--- config.mk ---
export PLATFORM = sky130hd
export DESIGN_NAME = shift_ctrl
export DESIGN_NICKNAME = d
export VERILOG_FILES = /design/src/rtl/shift_pkg.sv /design/src/rtl/shift_stage.sv /design/src/rtl/shift_ctrl.sv
export SDC_FILE = /design/constraint.sdc
export NUM_CORES = 1
export LEC_CHECK = 0
export ABC_AREA = 1
export CAP_MARGIN = 5
export CORE_AREA = 2 2 110 112
export CTS_CLUSTER_SIZE = 8
export DETAILED_ROUTE_END_ITERATION = 10
export DIE_AREA = 0 0 112 114
export GPL_ROUTABILITY_DRIVEN = 0
export MAX_ROUTING_LAYER = met4
export PLACE_DENSITY = 0.81
export REMOVE_ABC_BUFFERS = 1
export SLEW_MARGIN = 5
export SYNTH_ARGS = -nofsm -noshare
export SYNTH_HDL_FRONTEND = slang
export SYNTH_HIERARCHICAL = 1
export SYNTH_SLANG_ARGS = --single-unit
--- constraint.sdc ---
create_clock -name clock -period 2.7 [get_ports clock]
set_input_delay 0.54 -clock clock [delete_from_list [all_inputs] [get_ports clock]]
set_output_delay 0.54 -clock clock [all_outputs]
set_load 0.01 [all_outputs]
--- src/rtl/shift_pkg.sv ---
// shift_pkg: encodings shared by the shift controller and its stage datapath.
//   opcode_e  : SLL / SRL / SRA / ROR (ROR only implemented with SHIFT_ROTATE_EN)
//   state_e   : controller FSM states IDLE / SHIFT / DONE
//   STAGEn_AMT: fixed amount applied by stage index n (16, 8, 4, 2, 1)
package shift_pkg;

  typedef enum logic [1:0] {
    OP_SLL = 2'b00,
    OP_SRL = 2'b01,
    OP_SRA = 2'b10,
    OP_ROR = 2'b11
  } opcode_e;

  typedef enum logic [1:0] {
    ST_IDLE  = 2'b00,
    ST_SHIFT = 2'b01,
    ST_DONE  = 2'b10
  } state_e;

  localparam logic [4:0] STAGE0_AMT = 5'd16;
  localparam logic [4:0] STAGE1_AMT = 5'd8;
  localparam logic [4:0] STAGE2_AMT = 5'd4;
  localparam logic [4:0] STAGE3_AMT = 5'd2;
  localparam logic [4:0] STAGE4_AMT = 5'd1;

  localparam logic [2:0] LAST_STAGE = 3'd4;

  function automatic logic [4:0] stage_amt(input logic [2:0] idx);
    case (idx)
      3'd0:    return STAGE0_AMT;
      3'd1:    return STAGE1_AMT;
      3'd2:    return STAGE2_AMT;
      3'd3:    return STAGE3_AMT;
      default: return STAGE4_AMT;
    endcase
  endfunction

endpackage

--- src/rtl/shift_stage.sv ---
// shift_stage: combinational single-stage shifter; shifts din by amt according
// to op.  SLL/SRL fill with zeros, SRA replicates din's MSB.  ROR is a true
// rotate only when SHIFT_ROTATE_EN is defined; otherwise din passes through.
//   op   : operation (opcode_e)
//   amt  : shift amount for this stage
//   din  : working value in
//   dout : shifted value out
module shift_stage
  import shift_pkg::*;
#(
  parameter int unsigned W = 32
) (
  input  opcode_e        op,
  input  logic [4:0]     amt,
  input  logic [W-1:0]   din,
  output logic [W-1:0]   dout
);

`ifdef SHIFT_ROTATE_EN
  // Rotate via a doubled word: bits shifted out of the bottom reappear on top.
  logic [2*W-1:0] dbl;
  assign dbl = {din, din} >> amt;
`endif

  always_comb begin
    dout = din;
    case (op)
      OP_SLL: dout = din << amt;
      OP_SRL: dout = din >> amt;
      OP_SRA: dout = $signed(din) >>> amt;
`ifdef SHIFT_ROTATE_EN
      OP_ROR: dout = dbl[W-1:0];
`else
      OP_ROR: dout = din;
`endif
      default: dout = din;
    endcase
  end

endmodule

--- src/rtl/shift_ctrl.sv ---
// shift_ctrl: multi-cycle 32-bit barrel-shift controller.  One request at a
// time; a nonzero shift walks five fixed stages (16, 8, 4, 2, 1), each applied
// only when the matching shamt bit is set.  Optional macro SHIFT_ROTATE_EN
// makes opcode 11 a rotate-right; without it opcode 11 returns data_in.
//   clock, reset       : rising-edge clock, async active-high reset
//   in_valid/in_ready  : request handshake (ready only in IDLE)
//   opcode/data_in/shamt : request payload, latched on accept
//   out_valid/out_ready: result handshake (valid only in DONE)
//   data_out           : result, stable while out_valid
//   busy               : high whenever not IDLE
module shift_ctrl
  import shift_pkg::*;
(
  input  logic        clock,
  input  logic        reset,
  input  logic        in_valid,
  output logic        in_ready,
  input  logic [1:0]  opcode,
  input  logic [31:0] data_in,
  input  logic [4:0]  shamt,
  output logic        out_valid,
  input  logic        out_ready,
  output logic [31:0] data_out,
  output logic        busy
);

  state_e      state_q, state_n;
  logic [2:0]  idx_q, idx_n;
  opcode_e     op_q, op_n;
  logic [31:0] work_q, work_n;
  logic [4:0]  shamt_q, shamt_n;

  logic [31:0] stage_dout;
  logic [4:0]  amt;
  logic        stage_en;
  logic        op_impl;

  assign amt = stage_amt(idx_q);
  // Stage index 0 handles 16 (shamt bit 4) down to index 4 handling 1 (bit 0).
  assign stage_en = shamt_q[LAST_STAGE - idx_q];

`ifdef SHIFT_ROTATE_EN
  assign op_impl = 1'b1;
`else
  assign op_impl = (opcode != OP_ROR);
`endif

  shift_stage #(.W(32)) u_stage (
    .op   (op_q),
    .amt  (amt),
    .din  (work_q),
    .dout (stage_dout)
  );

  always_comb begin
    state_n = state_q;
    idx_n   = idx_q;
    op_n    = op_q;
    work_n  = work_q;
    shamt_n = shamt_q;
    case (state_q)
      ST_IDLE: begin
        if (in_valid) begin
          op_n    = opcode_e'(opcode);
          work_n  = data_in;
          shamt_n = shamt;
          idx_n   = '0;
          state_n = (shamt != '0 && op_impl) ? ST_SHIFT : ST_DONE;
        end
      end
      ST_SHIFT: begin
        if (stage_en) work_n = stage_dout;
        if (idx_q == LAST_STAGE) begin
          idx_n   = '0;
          state_n = ST_DONE;
        end else begin
          idx_n = idx_q + 3'd1;
        end
      end
      ST_DONE: begin
        if (out_ready) state_n = ST_IDLE;
      end
      default: state_n = ST_IDLE;
    endcase
  end

  always_ff @(posedge clock or posedge reset) begin
    if (reset) begin
      state_q <= ST_IDLE;
      idx_q   <= '0;
      op_q    <= OP_SLL;
      work_q  <= '0;
      shamt_q <= '0;
    end else begin
      state_q <= state_n;
      idx_q   <= idx_n;
      op_q    <= op_n;
      work_q  <= work_n;
      shamt_q <= shamt_n;
    end
  end

  assign in_ready  = (state_q == ST_IDLE);
  assign out_valid = (state_q == ST_DONE);
  assign busy      = (state_q != ST_IDLE);
  assign data_out  = work_q;

endmodule

-- Word-level counts from Yosys, hierarchy flattened
Cells that the tools add are included.
- register bits after elaboration: 44
- latch bits: 0
- bits in writable memories: 0
- memory bits (read-only): 0
- input port bits: 43
- output and inout bits: 35
- word-level logic and storage cells: 52
- memories: 0
- $add $sub $neg: 2
- $mul: 0
- divide/modulo/power cells: 0
- order comparisons: 1
- equal/unequal tests: 15
- shift-type cells: 3
- multiplexer cells: 15
- bitwise logic cells: 0
- reductions and logical operators: 11
- operator list (operator ; number):
    $pmux W32 S3 ; 1
    $mux W32 ; 2
    $pmux W32 S2 ; 1
    $shl A32 B5 Y32 ; 1
    $shr A32 B5 Y32 ; 1
    $sshr A32 B5 Y32 ; 1
    $pmux W5 S4 ; 1
    $ne A2 B2 Y1 const B ; 5
    $mux W2 ; 4
    $eq A2 B2 Y1 const B ; 3
    $eq A3 B2 Y1 const B ; 2
    $mux W3 ; 2
    $pmux W2 S3 ; 1
    $pmux W3 S2 ; 1
    $reduce_bool A5 Y1 ; 1
    $eq A2 B1 Y1 const B ; 2
    $logic_not A2 Y1 ; 2
    $lt A3 B4 Y1 const B ; 1
    $reduce_and A2 Y1 ; 2
    $reduce_and A4 Y1 ; 1
    $reduce_bool A2 Y1 ; 2
    $add A3 B1 Y3 const B ; 1
    $bmux W1 S3 ; 1
    $eq A3 B1 Y1 const B ; 1
    7 further kinds ; 7

-- Longest topological paths before layout
Gate-level depths: netlist of the first run.
- depth after elaboration: 6
- mapped depth: 20
- gate-level depth less buffers: 17

-- Hierarchy
The synthesis of the first run kept the hierarchy.
- by module, submodules not included (module ; instances ; cells each ; area each (um^2) ; sequential area each (um^2)):
    shift_stage ; 1 ; 863 ; 4137.7 ; 0.0
    shift_ctrl ; 1 ; 332 ; 2421.1 ; 1101.1

-- Worst setup path after synthesis of the first run
No wires, ideal clock.
- path type: reg2reg
- start point: register idx_q[0]
- end point: register work_q[24], in the netlist data_out[24]
- setup time: 0.065 ns
- arrival time: 2.144 ns
- required time: 2.635 ns
- setup slack: 0.491 ns
- cell stages (with the launch flop): 16
- buffers on the path: 2
- period minus slack after synthesis: 2.209 ns
- cells stage by stage: dfrtp_1 inv_1 ha_1 ha_1 inv_1 nor2_1 buf_2 clkinv_1 nor2_1 buf_4 o211ai_1 nand4_1 nand2_1 nand2_1 nand3_1 nand2_1
- cells in the longest elaborated chain, start to end: 6
- elaborated cells between the ends (all ways): 16
- classes of those cells: add/sub (1); eq/ne (4); shift (3); mux (6); reduce/logical (2)
- ends and longest elaborated chain (item ; RTL line ; source):
    from (decl) ; shift_ctrl.sv:28 ; logic [2:0] idx_q, idx_n;
    from (signal assigned) ; shift_ctrl.sv:96 ; idx_q <= idx_n;
    $eq A3 B2 Y1, or another cell as far along ; shift_pkg.sv:29 ; case (idx)
    $pmux W5 S4 * ; shift_pkg.sv:29 ;
    net amt[4] ; shift_ctrl.sv:34 ; logic [4:0] amt;
    $sshr A32 B5 Y32, or another cell as far along ; shift_stage.sv:30 ; OP_SRA: dout = $signed(din) >>> amt;
    $pmux W32 S3 * ; shift_stage.sv:27 ; case (op)
    net stage_dout[24] ; shift_ctrl.sv:33 ; logic [31:0] stage_dout;
    $mux W32 * ; shift_ctrl.sv:72 ; if (stage_en) work_n = stage_dout;
    $pmux W32 S2 * ; shift_ctrl.sv:61 ; case (state_q)
    to (signal assigned) ; shift_ctrl.sv:98 ; work_q <= work_n;
    to (decl) ; shift_ctrl.sv:30 ; logic [31:0] work_q, work_n;
Mark *: on every way through the listed nets, which the timed path passes. The rest lies on a longest branch. The select of a mux whose other input is x is not followed.
A chain may end at the register's enable or synchronous reset.

-- Final worst setup path of the first run
- start point: register idx_q[0]
- end point: register work_q[11], in the netlist data_out[11]
Same word-level chain as after synthesis.

==> results of run 1 <==
[power groups by stage]
stage	clock network, uW	registers (uW)	logic (uW)
final	732	1490	9730
after floorplan	0	1480	6200
after global routing	757	1520	10600
after detailed placement	0	1470	9400
after global placement	0	1470	9300
after CTS	731	1470	9450
[per-stage QoR]
step                      worst slack [ns]  TNS (ns)  area (um2)  total power (uW)
final                               0.1141         0        7631             11950
after global routing              0.007525         0        7631             12900
after CTS                         0.002856         0        7614             11650
after detailed placement           0.02638         0        7446             10880
after global placement             0.07098         0        7446             10770
after floorplan                     -2.940    -90.99        6058              7676
[how the worst min path moves through the flow]
| stage | start | end | slack (ns) | cells past startpoint |
|---|---|---|---|---|
| final | reset | data_out[21]$_DFFE_PP0P_ | 0.46 | 2 |
| after global routing | reset | data_out[21]$_DFFE_PP0P_ | 0.50 | 2 |
| after detailed placement | shamt_q[3]$_DFFE_PP0P_ | shamt_q[3]$_DFFE_PP0P_ | 0.47 | 2 |
| after floorplan | shamt_q[0]$_DFFE_PP0P_ | shamt_q[0]$_DFFE_PP0P_ | 0.45 | 2 |
| after global placement | shamt_q[3]$_DFFE_PP0P_ | shamt_q[3]$_DFFE_PP0P_ | 0.47 | 2 |
| after CTS | reset | data_out[21]$_DFFE_PP0P_ | 0.47 | 2 |
[critical path: stages, from the launching register on]
cell and delay, ns:
dfrtp_1 0.38, buf_4 0.16, ha_1 0.19, ha_2 0.21, buf_12 0.20, nand3_1 0.15
nand3_1 0.15, o21ai_1 0.18, nand2_1 0.11, o211ai_1 0.24, nand2_1 0.14, nand3_1 0.09
nand2_1 0.06, nand2_1 0.08, nand3_1 0.08, nand2_1 0.08
[cell type report]
| class | count | area share |
|---|---|---|
| multi-input cells | 1017 | 0.6276 |
| inverters | 50 | 0.02623 |
| flip-flops and latches | 44 | 0.1443 |
| well taps | 147 | 0.02410 |
| clock inverters | 3 | 0.005575 |
| repair buffers | 120 | 0.1558 |
| clock buffers | 5 | 0.01640 |
[routing by layer]
metal | vias to the layer above | GRT usage | share of wire | routed length (um)
li1 | 4030 | - | - | -
met1 | 3850 | 0.4645 | 0.38 | 8787
met2 | 611 | 0.5762 | 0.45 | 10440
met3 | 143 | 0.03932 | 0.11 | 2630
met4 | 0 | 0.1813 | 0.058 | 1357
met5 | - | - | 0 | 0
[logic make-up (layout without fill, tap and decap cells)]
family / Yosys count / in the layout / synth area share
muxes: 5 / 5 / 0.01164
adders and majority gates: 7 / 7 / 0.01335
AOI/OAI and AO/OA: 91 / 91 / 0.08795
and+or+nand+nor: 914 / 914 / 0.6131
buffers and inverters: 134 / 178 / 0.1061
DFF: 44 / 44 / 0.1679
[Yosys cell counts, types with 4 or more instances]
cell / count
nand2_1: 517
nand3_1: 297
dfrtp_1: 44
buf_2: 43
inv_1: 40
nor2_1: 33
a21oi_1: 20
nand4_1: 18
o21ai_0: 18
o21ai_1: 18
nand2_2: 17
clkbuf_1: 13
o211ai_1: 13
buf_4: 12
and2_1: 9
inv_2: 8
buf_6: 7
ha_1: 7
buf_1: 6
and2_4: 5
nor3_1: 4
o21ai_2: 4
[registers in the layout (all words and copies together), names as in the netlist]
name and count:
state_q 2, data_out 32, idx_q 3, shamt_q 5, op_q 2
==> flow_summary_export.csv, run 1 <==
group,metric,value,unit
detailed_routing,first_pass_iters,9,
grt,grt_antenna_before_repair,0,
sta,finalCritPeriodShare,0.9577,
clock_tree,h-tree-depth,2,
sta,slew_headroom,0.4954,
final_layout,fin_nets,1288,
worst_setup_path,cp.arrival,2.82,ns
placement,hpwl,17130,um
detailed_routing,drtAntennaViolNets,0,
clock_tree,post_cts_buffers,0,
final_layout,final_util,0.6516,
grt,grt_util_all_layers,0.3634,
synthesis,synth_edf_count,0,
hold_path,holdCritPathClass,"in -> async",
worst_setup_path,rrSetupSlack,0.11,ns
die,die_area,12770,um2
sta,rsz0062_at_grt,"no",
synthesis,synth_top_cell_by_area,"nand2_1",
run_status,status,"completed",
pwr,p_leak,0.003840,uW
pwr,combPwrFrac,0.814,
worst_setup_path,crit_path_end_kind,"flop",
worst_setup_path,r2r_start,"idx_q[0]$_DFFE_PP0P_",
worst_setup_path,rr_worst_depth,15,
die,chipHeight,114,um
final_layout,fillCellCount,1176,
final_layout,multi_input_area,4790,um2
placement,port_buffers,77,
placement,dp_cells,1378,
sta,hold_violations,0,
grt,grt_max_degree,56,
sta,worst_pin_slew,0.7552,ns
clock_tree,clockRootBuffer,"clkbuf_16",
sta,setup_viol_count_final,0,
final_layout,final_common_cell,"nand2_1",
worst_setup_path,r2r-end,"data_out[11]$_DFFE_PP0P_",
sta,max_freq,0.3867,GHz
sta,skew,0.008752,ns
clock_tree,cts_buffer_depth,2,
die,ios,78,
clock_tree,ctsHoldBuffers,0,
clock_tree,clk_latency,0.30,ns
die,coreArea,11710,um2
synthesis,synth_warnings,6,
pwr,p_sw,7094,uW
synthesis,synth.avg_cell_area,5.489,um2
synthesis,ys_top_cells_by_area,"nand2_1 (30%), nand3_1 (23%), dfrtp_1 (17%)",
clock_tree,cts_buffers,5,
sta,hold_slack,0.4626,ns
grt,grt_overflow,0,
die,rows,40,
detailed_routing,wl,23210,um
pwr,max-vdd-ir-drop,0.8782,mV
die,fp.dieW,112,um
job,maxCapViolations,0,
pwr,clkPwrFrac,0.061,
detailed_routing,num_vias,8634,
final_layout,synthToLayoutAreaGrowth,16.35,%
synthesis,synthFlopType,"dfrtp_1",
final_layout,final_cells,1386,
sta,slew_violations,0,
sta,min_period,2.586,ns
synthesis,syn_inst,1195,
die,initial_core_util,0.5600,
detailed_routing,viasPerCell,6.229,
pwr,power_density,1567,nW/um2
final_layout,final_layout_size_suffix_gt1_frac,0.09040,
pwr,power.internal,4860,uW
worst_setup_path,criticalPathCategory,"reg -> reg",
worst_setup_path,critical_path_required,2.94,ns
detailed_routing,routedWlPerCell,16.75,um
worst_setup_path,crit_path_max_fanout,55,
grt,first_global_vias,7675,
detailed_routing,dr.first_iter.drc_count,1163,
detailed_routing,drc,0,
synthesis,ys_types,47,
final_layout,layout_common_cells,"nand2_1 (517), nand3_1 (297), clkdlybuf4s50_1 (77), dfrtp_1 (44), inv_1 (37)",
clock_tree,ctsResizeCount,0,
clock_tree,cts_sinks,44,
synthesis,synth_area,6559,um2
clock_tree,cts.clk_slew.worst_paths,0.07,ns
grt,grt_first_pass_wirelength,36960,um
pwr,power_frac_seq,0.125,
synthesis,synth-seq-area-share,0.1679,
worst_setup_path,start_kind,"flop",
synthesis,async_flop_share,1.000,
synthesis,synth_top_area_share,0.2959,
clock_tree,cts_tree,"yes",
final_layout,final-seq-area,1101,um2
worst_setup_path,critPathCapture,"data_out[11]$_DFFE_PP0P_",
pwr,switching_share,0.5934,
worst_setup_path,cp-startpoint,"idx_q[0]$_DFFE_PP0P_",
final_layout,diodes,0,
synthesis,ys_seq_elements,44,
No activity file was read; power rests on OpenSTA's default activity.
==> inputs of run 2 (changes only) <==
--- a/config.mk
+++ b/config.mk
@@ -7,14 +7,13 @@
 export LEC_CHECK = 0
 export ABC_AREA = 1
 export CAP_MARGIN = 5
-export CORE_AREA = 2 2 110 112
+export CORE_AREA = 2 2 84 146
 export CTS_CLUSTER_SIZE = 8
 export DETAILED_ROUTE_END_ITERATION = 10
-export DIE_AREA = 0 0 112 114
+export DIE_AREA = 0 0 86 148
 export GPL_ROUTABILITY_DRIVEN = 0
 export MAX_ROUTING_LAYER = met4
 export PLACE_DENSITY = 0.81
-export REMOVE_ABC_BUFFERS = 1
 export SLEW_MARGIN = 5
 export SYNTH_ARGS = -nofsm -noshare
 export SYNTH_HDL_FRONTEND = slang
==> flow_summary_export.csv, run 2 (same netlist as run 1, synthesis figures left out) <==
group,metric,value,unit
sta,skew,0.004327,ns
worst_setup_path,worstPathBufferInverterCount,2,
die,initial_core_util,0.5695,
die,coreArea,11520,um2
clock_tree,cts_buffer_depth,2,
detailed_routing,routedWlPerCell,19.45,um
pwr,max-vdd-ir-drop,1.131,mV
grt,grt_overflow,0,
clock_tree,cts_sinks,44,
grt,grt_util_all_layers,0.4270,
clock_tree,clk_latency,0.29,ns
final_layout,synthToLayoutAreaGrowth,16.50,%
final_layout,final_util,0.6635,
hold_path,worstHoldStart,"shamt_q[0]$_DFFE_PP0P_",
worst_setup_path,critPathTopFamily,"simple AND/OR/NAND/NOR gates",
grt,grt_max_degree,64,
worst_setup_path,cpPeakStageDelay,0.41,ns
worst_setup_path,path_cells,"ha_1 -> ha_4 -> buf_12 -> buf_16 -> nand3_1 -> nand3_1 -> nand3_1 -> nand3_1 -> nand2_1 -> nand2_1 -> nand4_1 -> nand2_1 -> nand2_1 -> nand3_1 -> nand2_1",
pwr,power_density,1654,nW/um2
sta,setup_viol_count_final,0,
worst_setup_path,rr_worst_depth,15,
job,maxCapViolations,0,
grt,grt_antenna_before_repair,0,
worst_setup_path,crit_path_end_kind,"flop",
detailed_routing,drtAntennaViolNets,0,
final_layout,layout_common_cells,"nand2_1 (516), nand3_1 (296), clkdlybuf4s50_1 (77), dfrtp_1 (43), inv_1 (37)",
worst_setup_path,crit_path_max_fanout,35,
worst_setup_path,critical_path_required,2.88,ns
worst_setup_path,cpMaxStageDelayCell,"dfrtp_2",
grt,first_global_vias,8124,
detailed_routing,first_pass_iters,11,
worst_setup_path,r2r-end,"data_out[10]$_DFFE_PP0P_",
sta,worst_slack,0.1068,ns
grt,grt_first_pass_wirelength,41540,um
final_layout,fin_nets,1280,
placement,dp_cells,1358,
clock_tree,cts_buffers,5,
hold_path,hold_end,"shamt_q[0]$_DFFE_PP0P_",
final_layout,diodes,0,
placement,preCtsSetupSlack,0.2191,ns
sta,min_period,2.593,ns
worst_setup_path,criticalPathCategory,"reg -> reg",
hold_path,holdCritPathClass,"reg -> reg",
clock_tree,cts.clk_slew.worst_paths,0.07,ns
placement,port_buffers,77,
sta,finalCritPeriodShare,0.9605,
clock_tree,h-tree-depth,2,
detailed_routing,drc,5,
die,chipHeight,148,um
sta,hold_slack,0.5002,ns
detailed_routing,dr.first_iter.drc_count,1599,
sta,max_freq,0.3856,GHz
clock_tree,cts_tree,"yes",
worst_setup_path,cp.arrival,2.77,ns
worst_setup_path,cp-startpoint,"idx_q[0]$_DFFE_PP0P_",
run_status,violations,"DRC",
die,die_area,12730,um2
run_status,status,"finished, violations left",
detailed_routing,wl,26570,um
final_layout,final_cells,1366,
placement,hpwl,19470,um
sta,slew_violations,0,
worst_setup_path,rrSetupSlack,0.11,ns
sta,hold_violations,0,
pwr,p_leak,0.003814,uW
die,fp.dieW,86,um
detailed_routing,viasPerCell,6.565,
sta,worst_pin_slew,0.6338,ns
clock_tree,post_cts_buffers,0,
sta,slew_headroom,0.5770,
final_layout,final_layout_size_suffix_gt1_frac,0.08773,
detailed_routing,num_vias,8968,
die,rows,52,
synthesis,synthesis.nets,1245,
final_layout,largest_reg_flops,32,
final_layout,final_common_cell,"nand2_1",
sta,finalSetupTns,0,ns
worst_setup_path,start_kind,"flop",
clock_tree,clockRootBuffer,"clkbuf_16",
worst_setup_path,r2r_start,"idx_q[0]$_DFFE_PP0P_",
sta,rsz0062_at_grt,"no",
die,ios,78,
hold_path,hold_depth,2,
## run 2: cell types whose count changed in the layout (fill, tap and decap cells not counted), sizes merged
cell,previous run,this run
buf,43,35
clkbuf,5,6
inv,49,48
## run 2: how the worst max path moves through the flow
| stage | slack (ns) | to | cells after the start |
|---|---|---|---|
| global placement | 0.21 | data_out[30]$_DFFE_PP0P_ | 17 |
| global route | 0.01 | data_out[27]$_DFFE_PP0P_ | 13 |
| detailed placement | 0.22 | data_out[30]$_DFFE_PP0P_ | 17 |
| finish | 0.11 | data_out[10]$_DFFE_PP0P_ | 15 |
| CTS | 0.18 | data_out[30]$_DFFE_PP0P_ | 17 |
| floorplan | 0.49 | data_out[24]$_DFFE_PP0P_ | 15 |
## run 2: layer usage
| layer | global-route usage | vias to the layer above | wire length, um |
|---|---|---|---|
| met2 | 0.6399 | 760 | 12120 |
| met5 | - | - | 0 |
| met3 | 0.07203 | 233 | 2785 |
| met4 | 0.3095 | 0 | 2679 |
| li1 | - | 4022 | - |
| met1 | 0.5089 | 3953 | 8980 |
## run 2: final cells by class
cell class	count	area, um2
clock buffer	6	138.9
clock inverter	2	38.79
fill	1106	3875
inverter	50	198.9
multi-input combinational	1017	4823
sequential	44	1102
tap	135	168.9
timing repair buffer	112	1170
## run 2: per-stage QoR
step / area [um2] / power [uW]
6_report: 7641 / 12640
5_1_grt: 7641 / 13460
4_1_cts: 7586 / 12030
3_5_place_dp: 7408 / 11220
3_3_place_gp: 7408 / 11130
2_1_floorplan: 6559 / 8248
## run 2: what timing repair did
item,in CTS,in global routing
setup endpoints to repair,0,13
gates resized for setup,0,11
hold buffers,0,0
## run 2: power by group
part	total [uW]	leakage, uW	internal [uW]	switching [uW]
Sequential	1580	0.000549	976	603
Combinational	10300	0.00318	3470	6840
Clock	750	0.0000871	464	285
Total	12600	0.00381	4910	7730
## run 2: worst register-to-register path: stages, from the launching register on
cell     delay [ns]
dfrtp_2        0.41
ha_1           0.21
ha_4           0.18
buf_12         0.21
buf_16         0.22
nand3_1        0.12
nand3_1        0.16
nand3_1        0.13
nand3_1        0.16
nand2_1        0.06
nand2_1        0.06
nand4_1        0.21
nand2_1        0.14
nand2_1        0.06
nand3_1        0.07
nand2_1        0.06
==> inputs of run 3 (changes only) <==
--- a/config.mk
+++ b/config.mk
@@ -8,7 +8,6 @@
 export ABC_AREA = 1
 export CAP_MARGIN = 5
 export CORE_AREA = 2 2 84 146
-export CTS_CLUSTER_SIZE = 8
 export DETAILED_ROUTE_END_ITERATION = 10
 export DIE_AREA = 0 0 86 148
 export GPL_ROUTABILITY_DRIVEN = 0
==> results of run 3 <==
No change in the layout: final DEF, timing and power equal those of run 2.
